==> config.mk <==
export PLATFORM = sky130hd
export DESIGN_NAME = obi_axi_bridge_mo
export DESIGN_NICKNAME = d
export VERILOG_FILES = /design/src/rtl/obi_axi_bridge_pkg.sv /design/src/rtl/obi_axi_bridge_lane_fifo.sv /design/src/rtl/obi_axi_bridge_mo.sv
export SDC_FILE = /design/constraint.sdc
export NUM_CORES = 1
export LEC_CHECK = 0
export CAP_MARGIN = 20
export CORE_AREA = 2 2 105 107
export DETAILED_ROUTE_END_ITERATION = 10
export DIE_AREA = 0 0 107 109
export DONT_BUFFER_PORTS = 1
export PLACE_DENSITY_LB_ADDON = 0.12
export SLEW_MARGIN = 15
export SYNTH_ARGS = -nofsm -noshare
export SYNTH_HDL_FRONTEND = slang
export SYNTH_SLANG_ARGS = --single-unit
==> constraint.sdc <==
create_clock -name clk_i -period 5.9 [get_ports clk_i]
set_input_delay 1.18 -clock clk_i [delete_from_list [all_inputs] [get_ports clk_i]]
set_output_delay 1.18 -clock clk_i [all_outputs]
set_load 0.05 [all_outputs]
==> src/rtl/obi_axi_bridge_pkg.sv <==
// Shared types and AXI constants for the OBI-to-AXI4 multi-outstanding bridge.
// No logic: only the direction enum, fixed AXI encodings and a response decoder.
package obi_axi_bridge_pkg;

    typedef enum logic {
        DIR_READ  = 1'b0,
        DIR_WRITE = 1'b1
    } dir_e;

    localparam logic [2:0] AXI_SIZE_4B    = 3'd2;
    localparam logic [1:0] AXI_BURST_INCR = 2'b01;
    localparam logic [2:0] AXI_PROT_NONE  = 3'b000;

    function automatic logic resp_is_err(input logic [1:0] resp);
        return resp[1];
    endfunction

endpackage

==> src/rtl/obi_axi_bridge_lane_fifo.sv <==
// Lane-index FIFO: remembers which 32-bit lane each outstanding read targets.
// Latency: push visible at head the cycle after it is written; pop is same-cycle.
// Backpressure: push ignored when full, pop ignored when empty (caller bounds occupancy).
module obi_axi_bridge_lane_fifo #(
    parameter int unsigned Depth = 4,
    parameter int unsigned Width = 1
) (
    input  logic             clk_i,
    input  logic             rst_ni,
    input  logic             push_i,
    input  logic [Width-1:0] wdata_i,
    input  logic             pop_i,
    output logic [Width-1:0] rdata_o,
    output logic             full_o,
    output logic             empty_o
);

    localparam int unsigned PtrW = (Depth > 1) ? $clog2(Depth) : 1;
    localparam int unsigned CntW = $clog2(Depth + 1);
    localparam logic [PtrW-1:0] LastPtr = PtrW'(Depth - 1);

    logic [Width-1:0] mem_q [Depth];
    logic [PtrW-1:0]  wr_ptr_q, wr_ptr_d, rd_ptr_q, rd_ptr_d;
    logic [CntW-1:0]  cnt_q, cnt_d;
    logic             push_ok, pop_ok;

    assign full_o  = (cnt_q == CntW'(Depth));
    assign empty_o = (cnt_q == '0);
    assign push_ok = push_i && !full_o;
    assign pop_ok  = pop_i && !empty_o;
    assign rdata_o = mem_q[rd_ptr_q];

    always_comb begin
        wr_ptr_d = wr_ptr_q;
        rd_ptr_d = rd_ptr_q;
        cnt_d    = cnt_q;
        if (push_ok) wr_ptr_d = (wr_ptr_q == LastPtr) ? '0 : wr_ptr_q + PtrW'(1);
        if (pop_ok)  rd_ptr_d = (rd_ptr_q == LastPtr) ? '0 : rd_ptr_q + PtrW'(1);
        case ({push_ok, pop_ok})
            2'b10:   cnt_d = cnt_q + CntW'(1);
            2'b01:   cnt_d = cnt_q - CntW'(1);
            default: cnt_d = cnt_q;
        endcase
    end

    always_ff @(posedge clk_i or negedge rst_ni) begin
        if (!rst_ni) begin
            wr_ptr_q <= '0;
            rd_ptr_q <= '0;
            cnt_q    <= '0;
        end else begin
            wr_ptr_q <= wr_ptr_d;
            rd_ptr_q <= rd_ptr_d;
            cnt_q    <= cnt_d;
        end
    end

    always_ff @(posedge clk_i) begin
        if (push_ok) mem_q[wr_ptr_q] <= wdata_i;
    end

endmodule

==> src/rtl/obi_axi_bridge_mo.sv <==
// OBI slave to AXI4 master bridge, up to MaxOutstanding same-direction transactions, single ID.
// Latency: grant -> AXI valid 1 cycle; B/R handshake -> obi_rvalid_o 1 cycle.
// Backpressure: OBI grant withheld on full count, direction change or busy AW/W/AR stage.
// Optional perf counters under OBI_AXI_BRIDGE_PERF_EN.
module obi_axi_bridge_mo
    import obi_axi_bridge_pkg::*;
#(
    parameter int unsigned AddrWidth      = 32,
    parameter int unsigned AxiDataWidth   = 32,
    parameter int unsigned IdWidth        = 4,
    parameter int unsigned MaxOutstanding = 4
) (
    input  logic                      clk_i,
    input  logic                      rst_ni,
    input  logic                      obi_req_i,
    output logic                      obi_gnt_o,
    input  logic [AddrWidth-1:0]      obi_addr_i,
    input  logic                      obi_we_i,
    input  logic [3:0]                obi_be_i,
    input  logic [31:0]               obi_wdata_i,
    output logic                      obi_rvalid_o,
    output logic [31:0]               obi_rdata_o,
    output logic                      obi_err_o,
    output logic                      aw_valid_o,
    input  logic                      aw_ready_i,
    output logic [AddrWidth-1:0]      aw_addr_o,
    output logic [IdWidth-1:0]        aw_id_o,
    output logic [2:0]                aw_size_o,
    output logic [2:0]                aw_prot_o,
    output logic                      w_valid_o,
    input  logic                      w_ready_i,
    output logic                      w_last_o,
    output logic [AxiDataWidth-1:0]   w_data_o,
    output logic [AxiDataWidth/8-1:0] w_strb_o,
    input  logic                      b_valid_i,
    output logic                      b_ready_o,
    input  logic [1:0]                b_resp_i,
    output logic                      ar_valid_o,
    input  logic                      ar_ready_i,
    output logic [AddrWidth-1:0]      ar_addr_o,
    output logic [IdWidth-1:0]        ar_id_o,
    output logic [2:0]                ar_size_o,
    output logic [2:0]                ar_prot_o,
    input  logic                      r_valid_i,
    output logic                      r_ready_o,
    input  logic                      r_last_i,
    input  logic [AxiDataWidth-1:0]   r_data_i,
    input  logic [1:0]                r_resp_i
`ifdef OBI_AXI_BRIDGE_PERF_EN
    ,
    input  logic                      perf_clear_i,
    output logic [31:0]               perf_rd_cnt_o,
    output logic [31:0]               perf_wr_cnt_o,
    output logic [31:0]               perf_err_cnt_o
`endif
);

    localparam int unsigned Lanes = AxiDataWidth / 32;
    localparam int unsigned LaneW = (Lanes > 1) ? $clog2(Lanes) : 1;
    localparam int unsigned StrbW = AxiDataWidth / 8;
    localparam int unsigned CntW  = $clog2(MaxOutstanding + 1);

    logic [CntW-1:0]         cnt_q, cnt_d;
    dir_e                    dir_q, dir_d;
    logic                    ar_vld_q, ar_vld_d, aw_vld_q, aw_vld_d, w_vld_q, w_vld_d;
    logic [AddrWidth-1:0]    ar_addr_q, ar_addr_d, aw_addr_q, aw_addr_d;
    logic [AxiDataWidth-1:0] w_dat_q, w_dat_d;
    logic [StrbW-1:0]        w_strb_q, w_strb_d;
    logic                    rsp_vld_q, rsp_vld_d, rsp_err_q, rsp_err_d;
    logic [31:0]             rsp_dat_q, rsp_dat_d;

    logic                    gnt, stage_free, dir_ok, b_ok, r_ok;
    logic [LaneW-1:0]        req_lane, head_lane;
    logic [AddrWidth-1:0]    word_addr;
    logic [AxiDataWidth-1:0] r_shifted;
    logic                    fifo_full, fifo_empty;
    logic                    unused_bits;

    assign req_lane   = (Lanes > 1) ? obi_addr_i[2 +: LaneW] : '0;
    assign word_addr  = {obi_addr_i[AddrWidth-1:2], 2'b00};
    assign stage_free = obi_we_i ? (!aw_vld_q && !w_vld_q) : !ar_vld_q;
    assign dir_ok     = (cnt_q == '0) || (dir_q == (obi_we_i ? DIR_WRITE : DIR_READ));
    assign gnt        = obi_req_i && (cnt_q < CntW'(MaxOutstanding)) && dir_ok && stage_free;

    // Responses outside a matching in-flight transaction are dropped, keeping cnt_q at 0.
    assign b_ok = b_valid_i && (dir_q == DIR_WRITE) && (cnt_q != '0);
    assign r_ok = r_valid_i && (dir_q == DIR_READ) && (cnt_q != '0);

    assign r_shifted = r_data_i >> {head_lane, 5'd0};

    obi_axi_bridge_lane_fifo #(
        .Depth (MaxOutstanding),
        .Width (LaneW)
    ) u_lane_fifo (
        .clk_i   (clk_i),
        .rst_ni  (rst_ni),
        .push_i  (gnt && !obi_we_i),
        .wdata_i (req_lane),
        .pop_i   (r_ok),
        .rdata_o (head_lane),
        .full_o  (fifo_full),
        .empty_o (fifo_empty)
    );

    always_comb begin
        cnt_d     = cnt_q;
        dir_d     = dir_q;
        ar_vld_d  = ar_vld_q && !ar_ready_i;
        aw_vld_d  = aw_vld_q && !aw_ready_i;
        w_vld_d   = w_vld_q && !w_ready_i;
        ar_addr_d = ar_addr_q;
        aw_addr_d = aw_addr_q;
        w_dat_d   = w_dat_q;
        w_strb_d  = w_strb_q;
        if (gnt) begin
            dir_d = obi_we_i ? DIR_WRITE : DIR_READ;
            if (obi_we_i) begin
                aw_vld_d  = 1'b1;
                w_vld_d   = 1'b1;
                aw_addr_d = word_addr;
                w_dat_d   = {Lanes{obi_wdata_i}};
                w_strb_d  = StrbW'(obi_be_i) << {req_lane, 2'b00};
            end else begin
                ar_vld_d  = 1'b1;
                ar_addr_d = word_addr;
            end
        end
        case ({gnt, b_ok || r_ok})
            2'b10:   cnt_d = cnt_q + CntW'(1);
            2'b01:   cnt_d = cnt_q - CntW'(1);
            default: cnt_d = cnt_q;
        endcase
        rsp_vld_d = b_ok || r_ok;
        rsp_err_d = b_ok ? resp_is_err(b_resp_i) : (r_ok && resp_is_err(r_resp_i));
        rsp_dat_d = r_ok ? r_shifted[31:0] : 32'h0;
    end

    always_ff @(posedge clk_i or negedge rst_ni) begin
        if (!rst_ni) begin
            cnt_q     <= '0;
            dir_q     <= DIR_READ;
            ar_vld_q  <= 1'b0;
            aw_vld_q  <= 1'b0;
            w_vld_q   <= 1'b0;
            ar_addr_q <= '0;
            aw_addr_q <= '0;
            w_dat_q   <= '0;
            w_strb_q  <= '0;
            rsp_vld_q <= 1'b0;
            rsp_err_q <= 1'b0;
            rsp_dat_q <= '0;
        end else begin
            cnt_q     <= cnt_d;
            dir_q     <= dir_d;
            ar_vld_q  <= ar_vld_d;
            aw_vld_q  <= aw_vld_d;
            w_vld_q   <= w_vld_d;
            ar_addr_q <= ar_addr_d;
            aw_addr_q <= aw_addr_d;
            w_dat_q   <= w_dat_d;
            w_strb_q  <= w_strb_d;
            rsp_vld_q <= rsp_vld_d;
            rsp_err_q <= rsp_err_d;
            rsp_dat_q <= rsp_dat_d;
        end
    end

    assign obi_gnt_o    = gnt;
    assign obi_rvalid_o = rsp_vld_q;
    assign obi_rdata_o  = rsp_dat_q;
    assign obi_err_o    = rsp_err_q;
    assign aw_valid_o   = aw_vld_q;
    assign aw_addr_o    = aw_addr_q;
    assign aw_id_o      = '0;
    assign aw_size_o    = AXI_SIZE_4B;
    assign aw_prot_o    = AXI_PROT_NONE;
    assign w_valid_o    = w_vld_q;
    assign w_last_o     = 1'b1;
    assign w_data_o     = w_dat_q;
    assign w_strb_o     = w_strb_q;
    assign b_ready_o    = 1'b1;
    assign ar_valid_o   = ar_vld_q;
    assign ar_addr_o    = ar_addr_q;
    assign ar_id_o      = '0;
    assign ar_size_o    = AXI_SIZE_4B;
    assign ar_prot_o    = AXI_PROT_NONE;
    assign r_ready_o    = 1'b1;

    assign unused_bits = ^{r_last_i, b_resp_i[0], r_resp_i[0], obi_addr_i[1:0],
                           fifo_full, fifo_empty};

`ifdef OBI_AXI_BRIDGE_PERF_EN
    logic [31:0] perf_rd_q, perf_wr_q, perf_err_q;
    logic        rsp_is_err;

    assign rsp_is_err = (b_ok && resp_is_err(b_resp_i)) || (r_ok && resp_is_err(r_resp_i));

    always_ff @(posedge clk_i or negedge rst_ni) begin
        if (!rst_ni) begin
            perf_rd_q  <= '0;
            perf_wr_q  <= '0;
            perf_err_q <= '0;
        end else if (perf_clear_i) begin
            perf_rd_q  <= '0;
            perf_wr_q  <= '0;
            perf_err_q <= '0;
        end else begin
            if (r_ok && perf_rd_q != '1)       perf_rd_q  <= perf_rd_q + 32'd1;
            if (b_ok && perf_wr_q != '1)       perf_wr_q  <= perf_wr_q + 32'd1;
            if (rsp_is_err && perf_err_q != '1) perf_err_q <= perf_err_q + 32'd1;
        end
    end

    assign perf_rd_cnt_o  = perf_rd_q;
    assign perf_wr_cnt_o  = perf_wr_q;
    assign perf_err_cnt_o = perf_err_q;
`endif

    a_no_stray_b: assert property (@(posedge clk_i) disable iff (!rst_ni) !(b_valid_i && !b_ok));
    a_no_stray_r: assert property (@(posedge clk_i) disable iff (!rst_ni) !(r_valid_i && !r_ok));

endmodule

==> results.md <==
- The flow ran to the end, and the final reports show no timing, DRC or antenna violations.
- Port buffering added 0 buffers.
- Relative to the synthesized area, the layout overhead comes to 12.69%.
- From bottom edge to top edge, the die measures 109 µm.
- The endpoint class of the critical path is an output pin.
- The netlist uses 29 different library cells.
- Yosys printed 0 warnings.
- After synthesis the cells add up to around 5300 µm².
- The worst setup path is launched from a flop.
- Dividing the final minimum period by the clock period gives 0.5644.
- In the layout the commonest cells are sky130_fd_sc_hd__dfrtp_1, sky130_fd_sc_hd__mux2_2, sky130_fd_sc_hd__and2_1.
- The number of filler cells placed in the layout is roughly 840.
- The final wirelength is 9882 µm.
- Setup repair after global routing left no endpoint under its margin.
- The level count of the clock H-tree is 4.
- Of the total synthesized cell area, the portion taken by XOR and XNOR cells is 0.004946.
- The number of antenna violations at the first check in global routing is 0.
- In this run, post-CTS hold repair placed 0 buffers.
- 275 I/O pins were placed.
- For the pin with the worst max-slew slack, the measured transition is 0.6570 ns.
- The total track usage is 0.1709.
- After floorplanning, the core was divided into 38 placement rows.
- Synthesis produced a netlist whose cell count is around 340.
- The slowest library cell on the worst path is sky130_fd_sc_hd__dfrtp_1.
- The multi-input combinational cells in the finished layout cover a total of 1687 µm².
- Before CTS, the worst setup slack after placement is approximately 2.6 ns.
- Along the worst path, the maximum fanout reaches 3.
- The maximum cell stage delay along the critical path is 0.58 ns.
- The share of synthesized area spent on multiplexers is 0.2162.
- In this run, synthesis inferred 0 flip-flops with an integrated enable.
- For this run, the detailed router's first-pass iteration total came to 4.
- By area the synthesized netlist is led by sky130_fd_sc_hd__dfrtp_1, sky130_fd_sc_hd__mux2_2, sky130_fd_sc_hd__mux2_4, sky130_fd_sc_hd__and2_1, sky130_fd_sc_hd__buf_4.
- The full die area is 11,660 µm².
- The final hold violation count came to 0.
- The most used flip-flop cell after synthesis is sky130_fd_sc_hd__dfrtp_1.
- The worst path arrival time is 2.15 ns.
- The post-place instance area is between 5000 and 6000 µm².
- TritonCTS created 17 clock buffers.
- The clock sink total is roughly 140.
- The first-pass GRT wire length is about 15,000 µm.
- The cell repeated most along the worst path is sky130_fd_sc_hd__o21a_1.
- The final antenna-violating net count is 0.
- The worst pin sits at a relative slew slack of 0.5599.
- The via count of the first global-routing pass is about 2,600.
- At the end of routability-driven placement, the weighted congestion stood at ~0.78.
- The share of layout cells above drive strength 1 is 0.3753.
- The die boundary width is 107 µm.
- Adding up every negative setup slack in the final design gives 0 ns.
- The minimum clock period after layout is 3.330 ns.
- The cell at the root of the clock tree is sky130_fd_sc_hd__clkbuf_8.
- The total buffers and inverters traversed by the critical path is 0.
- After global routing the overflow that remains totals 0.
- Each instance of the synthesized netlist takes up on average between 15 and 20 µm².
- In the routed layout, each cell is associated on average with a via count of ~5.2.
- The post-CTS setup buffer count is 0.
- Max-cap violations in this run came to 0.
- The maximum root-to-sink buffer count is 2.
- The share of synthesized area in the top cell type comes to 0.6453.
- Of the total synthesized cell area, the portion taken by AND, OR, NAND and NOR gates is 0.05346.
- The largest area contributor in the synthesized netlist is sky130_fd_sc_hd__dfrtp_1.
- Data on the critical path is required at its endpoint by approximately 4.7 ns.
- The type of the most critical hold path is primary input to async pin.
- The area taken by flip-flops and latches is approximately 3400 µm².
- For this configuration, the core starts out at a cell density of 0.5011.
- The signal on the critical path passes through nor3b_2 -> o21a_1 -> o21a_1.
- With fillers left out, the area of the finished cells amounts to 5987 µm².
- The core outline area is 10,600 µm².
- Entering global routing, the biggest net connects 138 pins.
- The post-synthesis sequential element count is 137.
- Setup violations remaining at the end of the flow were counted as 0.
- The mean routed wirelength per cell is approximately 20 µm.
- In the final design database the tool counted 468 nets.
- The number of gates resized after CTS was 0.
- The residual DRC count is 0.
- Based on the critical path, the design can be clocked at up to 300.3 MHz.
- The library cell used most frequently in the layout, excluding fill and tap cells, is sky130_fd_sc_hd__dfrtp_1.
- The final worst setup slack is 2.570 ns.
- The via total after detailed routing is 2,604.
- Grouping stages by cell kind, the critical path spends the most delay in compound AO/OA/AOI/OAI gates.
- After synthesis, the largest family of logic cells by area is multiplexers.
- The number of antenna diodes in the final layout is 0.
- The post-detailed-placement half-perimeter wirelength is 6941 µm.
- TritonCTS built the clock tree.
- The clock skew is 0.01068 ns.
- Clock-pin slew was measured on the worst setup and hold paths at 0.06 ns.
- The worst setup path is of the flop to output pin kind.
- The compound-cell area share of the yosys netlist is 0.01507.
- The area share of fa/ha/maj cells after synthesis is 0.006123.
- The proportion of synthesized chip area in sequential cells is 0.6453.
- The later pin in the worst-skew pair is clocked with a latency of between 0.5 and 0.6 ns.
- The post-synthesis async set-or-reset flop share is 1.000.
- The number of DRC markers in iteration 0 is 104.
- The max-slew violation count was 0.
-- stage by stage --
stage / utilization / hold WS, ns / cells
after floorplan: - / 0.4574 / 369
after global placement: 0.5032 / 0.4886 / 472
after detailed placement: 0.5058 / 0.4963 / 473
after CTS: 0.5647 / 0.3278 / 505
after global routing: 0.5647 / 0.3238 / 505
final: 0.5647 / 0.3567 / 505
-- area by class of cell --
cell class,count,share of cell area
Clock inverter,14,0.03281
Timing Repair Buffer,4,0.008359
Tap cell,140,0.02926
Clock buffer,18,0.07147
Multi-Input combinational cell,186,0.2817
Inverter,6,0.003762
Sequential cell,137,0.5726
-- Yosys cell counts (all sizes together) (2+ instances only) --
library cell    n
buf            37
nand2           2
nor2            3
xor2            2
clkbuf          3
dfrtp         137
conb            2
nand3           3
nor3b           2
and2           33
o21a            2
mux2           96
o21ai           6
inv             6
-- sequential cells by signal, summed over array words and instances (netlist names) --
name          cells
aw_valid_o        1
obi_rdata_o      32
w_valid_o         1
obi_err_o         1
aw_addr_o        30
w_data_o         32
ar_addr_o        30
ar_valid_o        1
cnt_q             3
w_strb_o          4
dir_q             1
obi_rvalid_o      1
-- worst paths after layout --
check	start	endpoint	slack, ns	depth (start not counted)
max in group asynchronous	rst_ni	w_data_o[29]	5.25	0
min in group clk_i	cnt_q[2]	cnt_q[2]	0.51	1
min reg2reg	cnt_q[2]	cnt_q[2]	0.51	1
min	rst_ni	ar_addr_o[15]	0.36	0
max	aw_valid_o	obi_gnt_o	2.57	3
max reg2reg	ar_valid_o	cnt_q[2]	3.63	9
-- metal layers --
layer,wire (µm),vias up,GRT usage
li1,-,1122,-
met1,3380,1309,0.1836
met2,5059,161,0.2748
met3,1278,12,0.09683
met4,163,0,0.07978
met5,0,-,0
-- cells by family (layout without fill, tap and decap cells) --
| family | Yosys count | after routing |
|---|---|---|
| xor+xnor | 3 | 3 |
| compound gates | 12 | 12 |
| buf+inv | 46 | 42 |
| mux | 96 | 96 |
| other cells | 2 | 27 |
| simple gates | 46 | 46 |
| fa+ha+maj | 2 | 2 |
| flops | 137 | 137 |
Power is left out: the tool's default activity adds up to more than one toggle a clock period on the data nets, which glitch-free logic cannot reach.
